File: config.mk
export PLATFORM = sky130hd
export DESIGN_NAME = wb_stage
export DESIGN_NICKNAME = d
export VERILOG_FILES = /design/src/rtl/wb_stage.sv
export SDC_FILE = /design/constraint.sdc
export NUM_CORES = 1
export LEC_CHECK = 0
export CORE_AREA = 2 2 87 89
export DETAILED_ROUTE_END_ITERATION = 10
export DIE_AREA = 0 0 89 91
export DONT_BUFFER_PORTS = 1
export HOLD_SLACK_MARGIN = 0.12
export PLACE_DENSITY = 0.53
export SLEW_MARGIN = 20
export SYNTH_ARGS = -nofsm -noshare
export SYNTH_HDL_FRONTEND = slang
export SYNTH_SLANG_ARGS = --single-unit
File: constraint.sdc
create_clock -name clk -period 3.05 [get_ports clk]
set_clock_uncertainty 0.1 [all_clocks]
set_input_delay 0.305 -clock clk [delete_from_list [all_inputs] [get_ports clk]]
set_output_delay 0.305 -clock clk [all_outputs]
set_load 0.01 [all_outputs]
File: src/rtl/wb_stage.sv
// Writeback stage: waits for load data when needed, aligns and extends it, and
// issues one registered register-file write per completed instruction.
//
// state    | meaning
// ---------+-----------------------------------------------------------
// IDLE     | accepting bundles; writes issue the cycle after accept
// WAIT_MEM | load latched, waiting for dmem_rvalid to complete it
module wb_stage #(
  parameter int WORD_SIZE = 32,
  parameter int NUM_REGS  = 32,
  parameter int REG_SEL   = $clog2(NUM_REGS)
) (
  input  logic                 clk,
  input  logic                 rst,
  input  logic                 in_valid,
  output logic                 in_ready,
  input  logic [REG_SEL-1:0]   in_rd,
  input  logic [WORD_SIZE-1:0] in_alu_result,
  input  logic                 in_mem_to_reg,
  input  logic                 in_reg_write,
  input  logic [1:0]           in_data_size,
  input  logic                 in_data_sign,
  input  logic [1:0]           in_addr_lo,
  input  logic                 dmem_rvalid,
  input  logic [WORD_SIZE-1:0] dmem_rdata,
  output logic                 reg_write,
  output logic [REG_SEL-1:0]   rd_select,
  output logic [WORD_SIZE-1:0] rd_data
);

  typedef enum logic {IDLE = 1'b0, WAIT_MEM = 1'b1} state_t;

  state_t               state, state_nxt;
  logic [REG_SEL-1:0]   lat_rd;
  logic                 lat_wr;
  logic [1:0]           lat_size;
  logic                 lat_sign;
  logic [1:0]           lat_addr;

  logic                 accept;
  logic                 load_park;
  logic                 issue;
  logic                 we_nxt;
  logic [REG_SEL-1:0]   sel_rd;
  logic                 sel_wr;
  logic                 sel_load;
  logic [1:0]           sel_size;
  logic                 sel_sign;
  logic [1:0]           sel_addr;
  logic [WORD_SIZE-1:0] wdata_nxt;

  function automatic logic [WORD_SIZE-1:0] extract(
    input logic [WORD_SIZE-1:0] rdata,
    input logic [1:0]           size,
    input logic                 sign,
    input logic [1:0]           addr
  );
    logic [7:0]           b;
    logic [15:0]          h;
    logic [WORD_SIZE-1:0] r;
    case (addr)
      2'd0:    b = rdata[7:0];
      2'd1:    b = rdata[15:8];
      2'd2:    b = rdata[23:16];
      default: b = rdata[31:24];
    endcase
    // half-word misalignment is not detected; addr[0] is simply ignored
    h = addr[1] ? rdata[31:16] : rdata[15:0];
    case (size)
      2'b00:   r = {{(WORD_SIZE-8){sign & b[7]}}, b};
      2'b01:   r = {{(WORD_SIZE-16){sign & h[15]}}, h};
      default: r = rdata;
    endcase
    return r;
  endfunction

  assign in_ready  = (state == IDLE);
  assign accept    = in_valid && in_ready;
  assign load_park = accept && in_mem_to_reg && !dmem_rvalid;

  always_ff @(posedge clk or negedge rst) begin
    if (!rst) begin
      state    <= IDLE;
      lat_rd   <= '0;
      lat_wr   <= 1'b0;
      lat_size <= 2'b00;
      lat_sign <= 1'b0;
      lat_addr <= 2'b00;
    end else begin
      state <= state_nxt;
      if (load_park) begin
        lat_rd   <= in_rd;
        lat_wr   <= in_reg_write;
        lat_size <= in_data_size;
        lat_sign <= in_data_sign;
        lat_addr <= in_addr_lo;
      end
    end
  end

  always_comb begin
    state_nxt = state;
    case (state)
      IDLE:     if (load_park) state_nxt = WAIT_MEM;
      WAIT_MEM: if (dmem_rvalid) state_nxt = IDLE;
      default:  state_nxt = IDLE;
    endcase
  end

  always_comb begin
    issue    = 1'b0;
    sel_rd   = in_rd;
    sel_wr   = in_reg_write;
    sel_load = in_mem_to_reg;
    sel_size = in_data_size;
    sel_sign = in_data_sign;
    sel_addr = in_addr_lo;
    if (state == WAIT_MEM) begin
      issue    = dmem_rvalid;
      sel_rd   = lat_rd;
      sel_wr   = lat_wr;
      sel_load = 1'b1;
      sel_size = lat_size;
      sel_sign = lat_sign;
      sel_addr = lat_addr;
    end else begin
      issue = accept && (!in_mem_to_reg || dmem_rvalid);
    end
    we_nxt    = issue && sel_wr && (sel_rd != '0);
    wdata_nxt = sel_load ? extract(dmem_rdata, sel_size, sel_sign, sel_addr)
                         : in_alu_result;
  end

  always_ff @(posedge clk or negedge rst) begin
    if (!rst) begin
      reg_write <= 1'b0;
      rd_select <= '0;
      rd_data   <= '0;
    end else begin
      reg_write <= we_nxt;
      if (we_nxt) begin
        rd_select <= sel_rd;
        rd_data   <= wdata_nxt;
      end
    end
  end

endmodule

==> out/results.tsv, run 1 <==
metric	value	unit
numCtsBuffers	5	
synth-edff-count	0	
synthMuxAreaShare	10.0	%
maxSlewHeadroom	35.9	%
path_buf_inv	0	
nets	426	
finalSetupTns	0	ns
p_int	1.27	mW
ant_nets	0	
finalWirelength	9.22	mm
cp_top_family	compound AO/OA/AOI/OAI gates	
drive_gt1_share	13.0	%
dp_hpwl	6.54	mm
hold_viol_final	0	
initial_core_util	41.7	%
critPathMaxStageDelay	0.86	ns
synth_ff_type	dfrtp_1	
p_seq_share	54.1	%
grtUsageTotal	23.4	%
nFillCells	724	
fin_area	3530	um2
synth-compound-area-share	26.1	%
ys_ff_latch	50	
post-place-ws	0.359	ns
synth-xor-area-share	0	%
via_per_inst	5.89	
gr-total-overflow	0	
wl_per_cell	20.7	um
cts_tree	yes	
placed_area	3020	um2
io_buffer_count	0	
dieHeight	91	um
cp.arrival	2.73	ns
area_growth	18.7	%
drtIter0Drc	173	
min_path_type	primary input to flop	
ir_drop	0.325	mV
postSynthAreaPerCell	9.47	um2
synth.yosys.seq_area_share	42.1	%
netlist_area	2970	um2
path_clk_slew	0.10	ns
num_antenna_cells	0	
drc	0	
worst_slack	0.370	ns
first_pass_iters	5	
cts_max_level	2	
p_per_area	566	nW/um2
fin_crit_sh	87.9	%
pin_count	119	
timing.rr.start	state	
hold_depth	2	
grt_pass1_wl	14.5	mm
r2r_end	rd_data[20]	
synthAdderAreaFrac	0	%
vias	2628	
cts_root_buffer	clkbuf_8	
rsz0062_at_grt	no	
crit_required	3.10	ns
outcome	finished clean	
synth_top_family_by_area	compound AO/OA/AOI/OAI gates	
ys_warn_count	0	
drv_cap	0	
routabilityCongestion	0.790	
layout_min_cycle_time	2.68	ns
synthCells	314	
synth_cell_types	47	
clk_latency	0.30	ns
comb_power_share	25.3	%
p_sw	722	uW
worstMarginPinSlew	0.959	ns
reg2regPathDepth	5	
cts-resized-gates	0	
criticalPathCategory	flop to flop	
async_flop_share	100	%
timing.fmax	373	MHz
die_w	89	um
setup.worst_path.end_class	flop	
cp_max_fo	17	
rows	31	
clkPwrFrac	20.6	%
hold_end	rd_select[1]	
path_cells	mux2i_4 > nand2b_1 > o211ai_1 > a211oi_4 > a211oi_1	
crit_path_start_kind	flop	
cts_sinks	50	
min_from	in_rd[1]	
setup_viol	0	
dieArea	8100	um2
first_global_vias	2767	
p_sw_share	36.2	%
r2r_slack	0.37	ns
leakage	1.36	nW
syn_nets	394	
crit_slowest_cell	a211oi_4	
core_area	7140	um2
clock_path_buffers	2	
antenna_found_initial	0	
slew_viol_final	0	
grt_start_max_net_pins	51	
synthSimpleGateAreaFrac	16.8	%
-- state kept, by name (all words and copies together) (netlist names) --
register   count
lat_addr       2
lat_rd         5
lat_sign       1
lat_size       2
lat_wr         1
rd_data       32
rd_select      5
reg_write      1
state          1
-- worst register-to-register path, cell delays in order (launching register included) --
cell	delay [ns]
dfrtp_1	0.71
mux2i_4	0.35
nand2b_1	0.17
o211ai_1	0.16
a211oi_4	0.86
a211oi_1	0.19
-- kinds of logic (layout without fill, tap and decap cells) --
group | after synthesis | after routing
AOI/OAI and AO/OA | 101 | 101
and+or+nand+nor | 110 | 110
buffers and inverters | 26 | 59
DFF | 50 | 50
muxes | 27 | 27
-- worst max-delay path by stage --
stage,slack (ns),cells past startpoint,endpoint,from
floorplan,1.07,6,rd_data[21],state
global placement,0.42,5,rd_data[30],state
detailed placement,0.36,5,rd_data[20],state
CTS,0.35,5,rd_data[20],state
global route,0.14,5,rd_data[18],state
finish,0.37,5,rd_data[20],state
-- power groups by stage --
stage | combinational, mW | clock (mW) | sequential [mW]
global route | 0.570 | 0.461 | 1.11
global placement | 0.435 | 0 | 1.09
finish | 0.505 | 0.411 | 1.08
CTS | 0.506 | 0.423 | 1.08
detailed placement | 0.448 | 0 | 1.10
floorplan | 0.384 | 0 | 1.04
-- per-stage QoR --
stage                     power (mW)  instances  utilization, %  hold slack (ns)
after detailed placement        1.54        398            42.3          -0.0894
after global routing            2.14        446            49.4            0.148
after floorplan                 1.43        314               -          -0.0906
after CTS                       2.01        445            49.3            0.124
after global placement          1.53        398            42.3          -0.0890
final                           2.00        446            49.4            0.147
-- area by class of cell --
class | count | area [um2] | area share, %
Multi-Input combinational cell | 238 | 1580 | 44.7
Sequential cell | 50 | 1250 | 35.5
Timing Repair Buffer | 47 | 470 | 13.3
Tap cell | 99 | 124 | 3.51
Clock buffer | 7 | 86.3 | 2.45
Inverter | 4 | 15.0 | 0.426
Clock inverter | 1 | 5.00 | 0.142
-- layer usage --
layer  vias to the layer above  part of all wire [%]  track usage (%)
met5                         -                     0                0
met4                         0                   1.4             6.47
met3                        10                   7.5             6.55
met2                        98                    48             37.6
met1                      1289                    43             30.7
li1                       1231                     -                -
-- synthesized netlist by cell type, types with 8 or more instances --
cell type / number / area share, %
o21ai_1: 8 / 1.3
nor3_1: 25 / 4.2
mux2i_1: 14 / 4.7
a221oi_1: 8 / 2.4
mux2_2: 12 / 4.5
a21oi_1: 10 / 1.7
o21ai_0: 18 / 3.0
a211oi_2: 10 / 4.2
a211oi_1: 15 / 3.8
dfrtp_1: 50 / 42
clkbuf_1: 10 / 1.3
nor2_1: 30 / 3.8
nand2_1: 37 / 4.7
-- cell usage in the layout, fill, tap and decap left out, drive strengths merged, types with 7 or more instances in the layout --
| cell type | Yosys | layout |
|---|---|---|
| a211oi | 26 | 26 |
| a21oi | 10 | 10 |
| a221oi | 8 | 8 |
| buf | 12 | 8 |
| clkbuf | 10 | 7 |
| dfrtp | 50 | 50 |
| dlygate4sd3 | 0 | 39 |
| mux2 | 12 | 12 |
| mux2i | 15 | 15 |
| nand2 | 37 | 37 |
| nor2 | 31 | 31 |
| nor3 | 25 | 25 |
| o21ai | 26 | 26 |
-- what timing repair did --
| item | 4_1_cts | 5_1_grt |
|---|---|---|
| setup buffers | 0 | 0 |
| hold buffers | 39 | 1 |
| endpoints found under the hold margin | 89 | 1 |
(Power assumes the default switching activity.)
==> run 2, diff against run 1 <==
--- a/config.mk
+++ b/config.mk
@@ -5,12 +5,12 @@
 export SDC_FILE = /design/constraint.sdc
 export NUM_CORES = 1
 export LEC_CHECK = 0
-export CORE_AREA = 2 2 87 89
+export CORE_AREA = 2 2 74 76
 export DETAILED_ROUTE_END_ITERATION = 10
-export DIE_AREA = 0 0 89 91
+export DIE_AREA = 0 0 76 78
 export DONT_BUFFER_PORTS = 1
 export HOLD_SLACK_MARGIN = 0.12
-export PLACE_DENSITY = 0.53
+export PLACE_DENSITY = 0.71
 export SLEW_MARGIN = 20
 export SYNTH_ARGS = -nofsm -noshare
 export SYNTH_HDL_FRONTEND = slang
==> run 2 against run 1 <==
Sequential share of layout area increased by 0.48 points. Critical endpoint is now rd_data[30]. Clock-buffer cell count increased by 1. Sequential cell count stayed put. Fmax decreased by 2.2%. Die area is 27% lower. Largest cell class unchanged. Global-route usage increased by 8.3 points. Register-to-register slack got worse by 0.06 ns. Via count grew 2.5%. Largest power group unchanged. Sequential power is essentially flat. Setup slack lost 0.061 ns.
==> out/results.tsv, run 2 (synthesized netlist as in run 1, its figures left out) <==
metric	value	unit
setup_viol	0	
regMostFlops	rd_data	
routabilityCongestion	0.855	
layout_commonest_cell	dfrtp_1	
first_pass_iters	4	
final_cells	414	
drv_cap	0	
vias	2695	
placed_area	2980	um2
grt_pass1_wl	14.9	mm
timing.fmax	365	MHz
grtUsageTotal	31.7	%
crit_path_start_kind	flop	
whs	0.135	ns
pin_count	119	
wl_per_cell	21.7	um
layout_common_cells	dfrtp_1, nand2_1, dlygate4sd3_1	
top_regs	rd_data (32), lat_rd (5), rd_select (5)	
p_total	2.04	mW
worst_slack	0.309	ns
layout_min_cycle_time	2.74	ns
dp.cells	369	
fin_area	3480	um2
drive_gt1_share	13.4	%
cp_max_fo	16	
leakage	1.36	nW
clock_path_buffers	2	
critPathMaxStageDelay	0.83	ns
gr-total-overflow	0	
cts_tree	yes	
holdBufCountCts	37	
dieHeight	78	um
rows	26	
crit_slowest_cell	a211oi_4	
drc	0	
setup.worst_path.end_class	flop	
antenna_found_initial	0	
nets	423	
post-place-ws	0.366	ns
cp.arrival	2.79	ns
criticalPathCategory	flop to flop	
final_util	69.0	%
path_buf_inv	0	
finalSetupTns	0	ns
clk_latency	0.29	ns
num_antenna_cells	0	
cts_setup_buffers	0	
cts-resized-gates	0	
drtIter0Drc	179	
crit_required	3.10	ns
maxSlewHeadroom	39.3	%
cts_sinks	50	
largest_reg_flops	32	
finalWirelength	8.97	mm
ant_nets	0	
path_clk_slew	0.09	ns
p_per_area	585	nW/um2
core_area	5040	um2
dp_hpwl	6.04	mm
dieArea	5930	um2
via_per_inst	6.51	
area_growth	17.1	%
io_buffer_count	0	
rsz0062_at_grt	no	
min_path_type	primary input to flop	
cp_top_family	compound AO/OA/AOI/OAI gates	
path_cells	mux2i_4 > nand2b_1 > o211ai_1 > a211oi_4 > a211oi_1	
slew_viol_final	0	
first_global_vias	2817	
cts_root_buffer	clkbuf_8	
outcome	finished clean	
worstMarginPinSlew	0.908	ns
die_w	76	um
ir_drop	0.324	mV
nFillCells	427	
fin_crit_sh	89.9	%
grt_start_max_net_pins	51	
initial_core_util	59.0	%
numCtsBuffers	5	
cts_max_level	2	
hold_viol_final	0	
run 2: worst paths after layout:
kind / startpoint / endpoint / slack [ns] / cells after the start
worst max-delay path: state / rd_data[30] / 0.31 / 5
worst min-delay path: in_rd[0] / rd_select[0] / 0.14 / 2
worst max register to register: state / rd_data[30] / 0.31 / 5
worst min register to register: lat_wr / lat_wr / 0.41 / 1
max in group asynchronous: rst / lat_rd[3] / 2.18 / 2
min in group asynchronous: rst / rd_data[19] / 0.44 / 2
run 2: power breakdown:
group	total [mW]	switching, mW	internal, mW
clock	0.443	0.213	0.229
combinational	0.511	0.275	0.235
sequential	1.08	0.230	0.853
run 2: layout make-up:
type	count	area, um2	share of cell area, %
multi-input cells	238	1580	45.3
repair buffers	44	440	12.7
well taps	70	87.6	2.52
inverters	4	15.0	0.431
clock buffers	8	110	3.16
flip-flops and latches	50	1250	35.9
run 2: worst reg2reg max path, stage by stage (launching register included):
cell and delay [ns]:
dfrtp_1 0.68, mux2i_4 0.44, nand2b_1 0.19, o211ai_1 0.17
a211oi_4 0.83, a211oi_1 0.19
run 2: per-layer routing:
layer  wire length, um  GRT usage (%)
met1              3770           42.1
met2              4210           51.2
met3               757           7.79
met4               233           10.4
met5                 0              0
==> run 3, diff against run 2 <==
==> config.mk (replaced) <==
export PLATFORM = sky130hd
export DESIGN_NAME = wb_stage
export DESIGN_NICKNAME = d
export VERILOG_FILES = /design/src/rtl/wb_stage.sv
export SDC_FILE = /design/constraint.sdc
export NUM_CORES = 1
export LEC_CHECK = 0
export CORE_AREA = 2 2 83 85
export DETAILED_ROUTE_END_ITERATION = 10
export DIE_AREA = 0 0 85 87
export HOLD_SLACK_MARGIN = 0.12
export PLACE_DENSITY = 0.81
export SLEW_MARGIN = 20
export SYNTH_ARGS = -nofsm -noshare
export SYNTH_HDL_FRONTEND = slang
export SYNTH_SLANG_ARGS = --single-unit
==> run 3 against run 2 <==
First-iteration DRC count grew 12%. Critical path type unchanged. Largest cell class unchanged. Register-to-register slack gained 0.28 ns. Clock power grew 5.6%.
==> out/results.tsv, run 3 (synthesized netlist as in run 1, its figures left out) <==
metric	value	unit
path_clk_slew	0.10	ns
crit_required	3.17	ns
numCtsBuffers	5	
grtUsageTotal	24.9	%
routabilityCongestion	0.865	
area_growth	44.3	%
finalWirelength	9.17	mm
vias	2957	
dp_hpwl	6.75	mm
timing.fmax	407	MHz
ir_drop	0.285	mV
criticalPathCategory	flop to flop	
worstMarginPinSlew	0.718	ns
multiInputGateArea	1580	um2
clkPwrFrac	19.2	%
nets	505	
comb_power_share	40.7	%
cp.arrival	2.58	ns
dieHeight	87	um
first_global_vias	2938	
drive_gt1_share	10.1	%
antenna_found_initial	0	
whs	0.392	ns
setup_viol	0	
cp_max_fo	26	
seq_area	1250	um2
cts_sinks	50	
io_buffer_count	118	
ant_nets	0	
via_per_inst	5.84	
gr-total-overflow	0	
cp_common_cell	buf_4	
layout_common_cells	clkdlybuf4s50_1, dfrtp_1, nand2_1	
core_area	6570	um2
layout_commonest_cell	clkdlybuf4s50_1	
p_sw	787	uW
fin_area	4290	um2
first_pass_iters	4	
rsz0062_at_grt	no	
p_int	1.65	mW
path_cells	buf_4 > mux2i_1 > a21o_1 > buf_4 > a221oi_1 > a211oi_1	
layout_min_cycle_time	2.46	ns
num_antenna_cells	0	
maxSlewHeadroom	52.1	%
min_path_type	flop to flop	
drtIter0Drc	201	
cts_max_level	2	
cts-resized-gates	0	
finalSetupTns	0	ns
nFillCells	526	
placed_area	4170	um2
crit_path_start_kind	flop	
die_w	85	um
cts_root_buffer	clkbuf_8	
grt_start_max_net_pins	51	
initial_core_util	45.3	%
dieArea	7400	um2
drv_cap	0	
fin_crit_sh	80.5	%
crit_slowest_cell	dfrtp_1	
grt_pass1_wl	14.5	mm
p_per_area	567	nW/um2
clk_latency	0.31	ns
p_sw_share	32.3	%
clock_path_buffers	2	
drc	0	
wl_per_cell	18.1	um
regMostFlops	rd_data	
cts_tree	yes	
top_regs	rd_data (32), lat_rd (5), rd_select (5)	
leakage	1.65	nW
largest_reg_flops	32	
hold_viol_final	0	
setup.worst_path.end_class	flop	
slew_viol_final	0	
pin_count	119	
outcome	finished clean	
rows	30	
p_seq_share	40.1	%
critPathMaxStageDelay	0.52	ns
[run 3: cell count changes in the layout (fill, tap and decap cells not counted), sizes merged]
cell / change
bufinv: +1
dlygate4sd3: -35
clkdlybuf4s50: +117
clkbuf: -1
[run 3: power by group through the flow]
stage | Sequential (mW) | Combinational [mW] | Clock, mW
after detailed placement | 0.986 | 0.989 | 0
after global routing | 1.00 | 1.07 | 0.497
after global placement | 0.980 | 0.971 | 0
final | 0.976 | 0.989 | 0.468
after floorplan | 1.04 | 0.384 | 0
after CTS | 0.976 | 0.993 | 0.480
[run 3: routing by layer]
metal  share of wire, %  global-route usage (%)
met4                2.7                    9.38
met3                5.6                    4.27
met1                 43                    32.3
met2                 49                    41.8
met5                  0                       0
[run 3: path summary, 6_finish.rpt]
| path | from | to | slack (ns) | depth (start not counted) |
|---|---|---|---|---|
| min in group asynchronous | rst | rd_data[25] | 0.47 | 2 |
| max reg2reg | state | rd_data[8] | 0.59 | 6 |
| min | rd_select[0] | rd_select[0] | 0.39 | 2 |
| max in group asynchronous | rst | rd_data[3] | 1.93 | 2 |
| min reg2reg | rd_select[0] | rd_select[0] | 0.39 | 2 |
| max | state | rd_data[8] | 0.59 | 6 |
[run 3: area by class of cell]
type / count / share of cell area (%)
multi-input combinational: 238 / 36.7
sequential: 50 / 29.2
timing repair buffer: 126 / 28.9
tap: 80 / 2.33
clock buffer: 7 / 1.78
clock inverter: 1 / 0.700
inverter: 4 / 0.350
[run 3: timing repair]
item / CTS / global route
hold buffers: 1 / 0
hold endpoints to repair: 50 / 0
setup buffers: 0 / 0
[run 3: critical path: cells and delay by family, from the launching register on]
family | cells | cell delay, ns
multiplexers | 1 | 0.37
AO/OA/AOI/OAI | 3 | 0.70
flip-flops | 1 | 0.52
buffers and inverters | 2 | 0.68
[run 3: through the flow]
| step | worst slack [ns] | utilization (%) | power [mW] | cells |
|---|---|---|---|---|
| after floorplan | 1.07 | - | 1.43 | 314 |
| after global placement | 0.523 | 63.5 | 1.95 | 497 |
| after detailed placement | 0.437 | 63.5 | 1.98 | 497 |
| after CTS | 0.613 | 65.3 | 2.45 | 506 |
| after global routing | 0.376 | 65.3 | 2.57 | 506 |
| final | 0.594 | 65.3 | 2.43 | 506 |
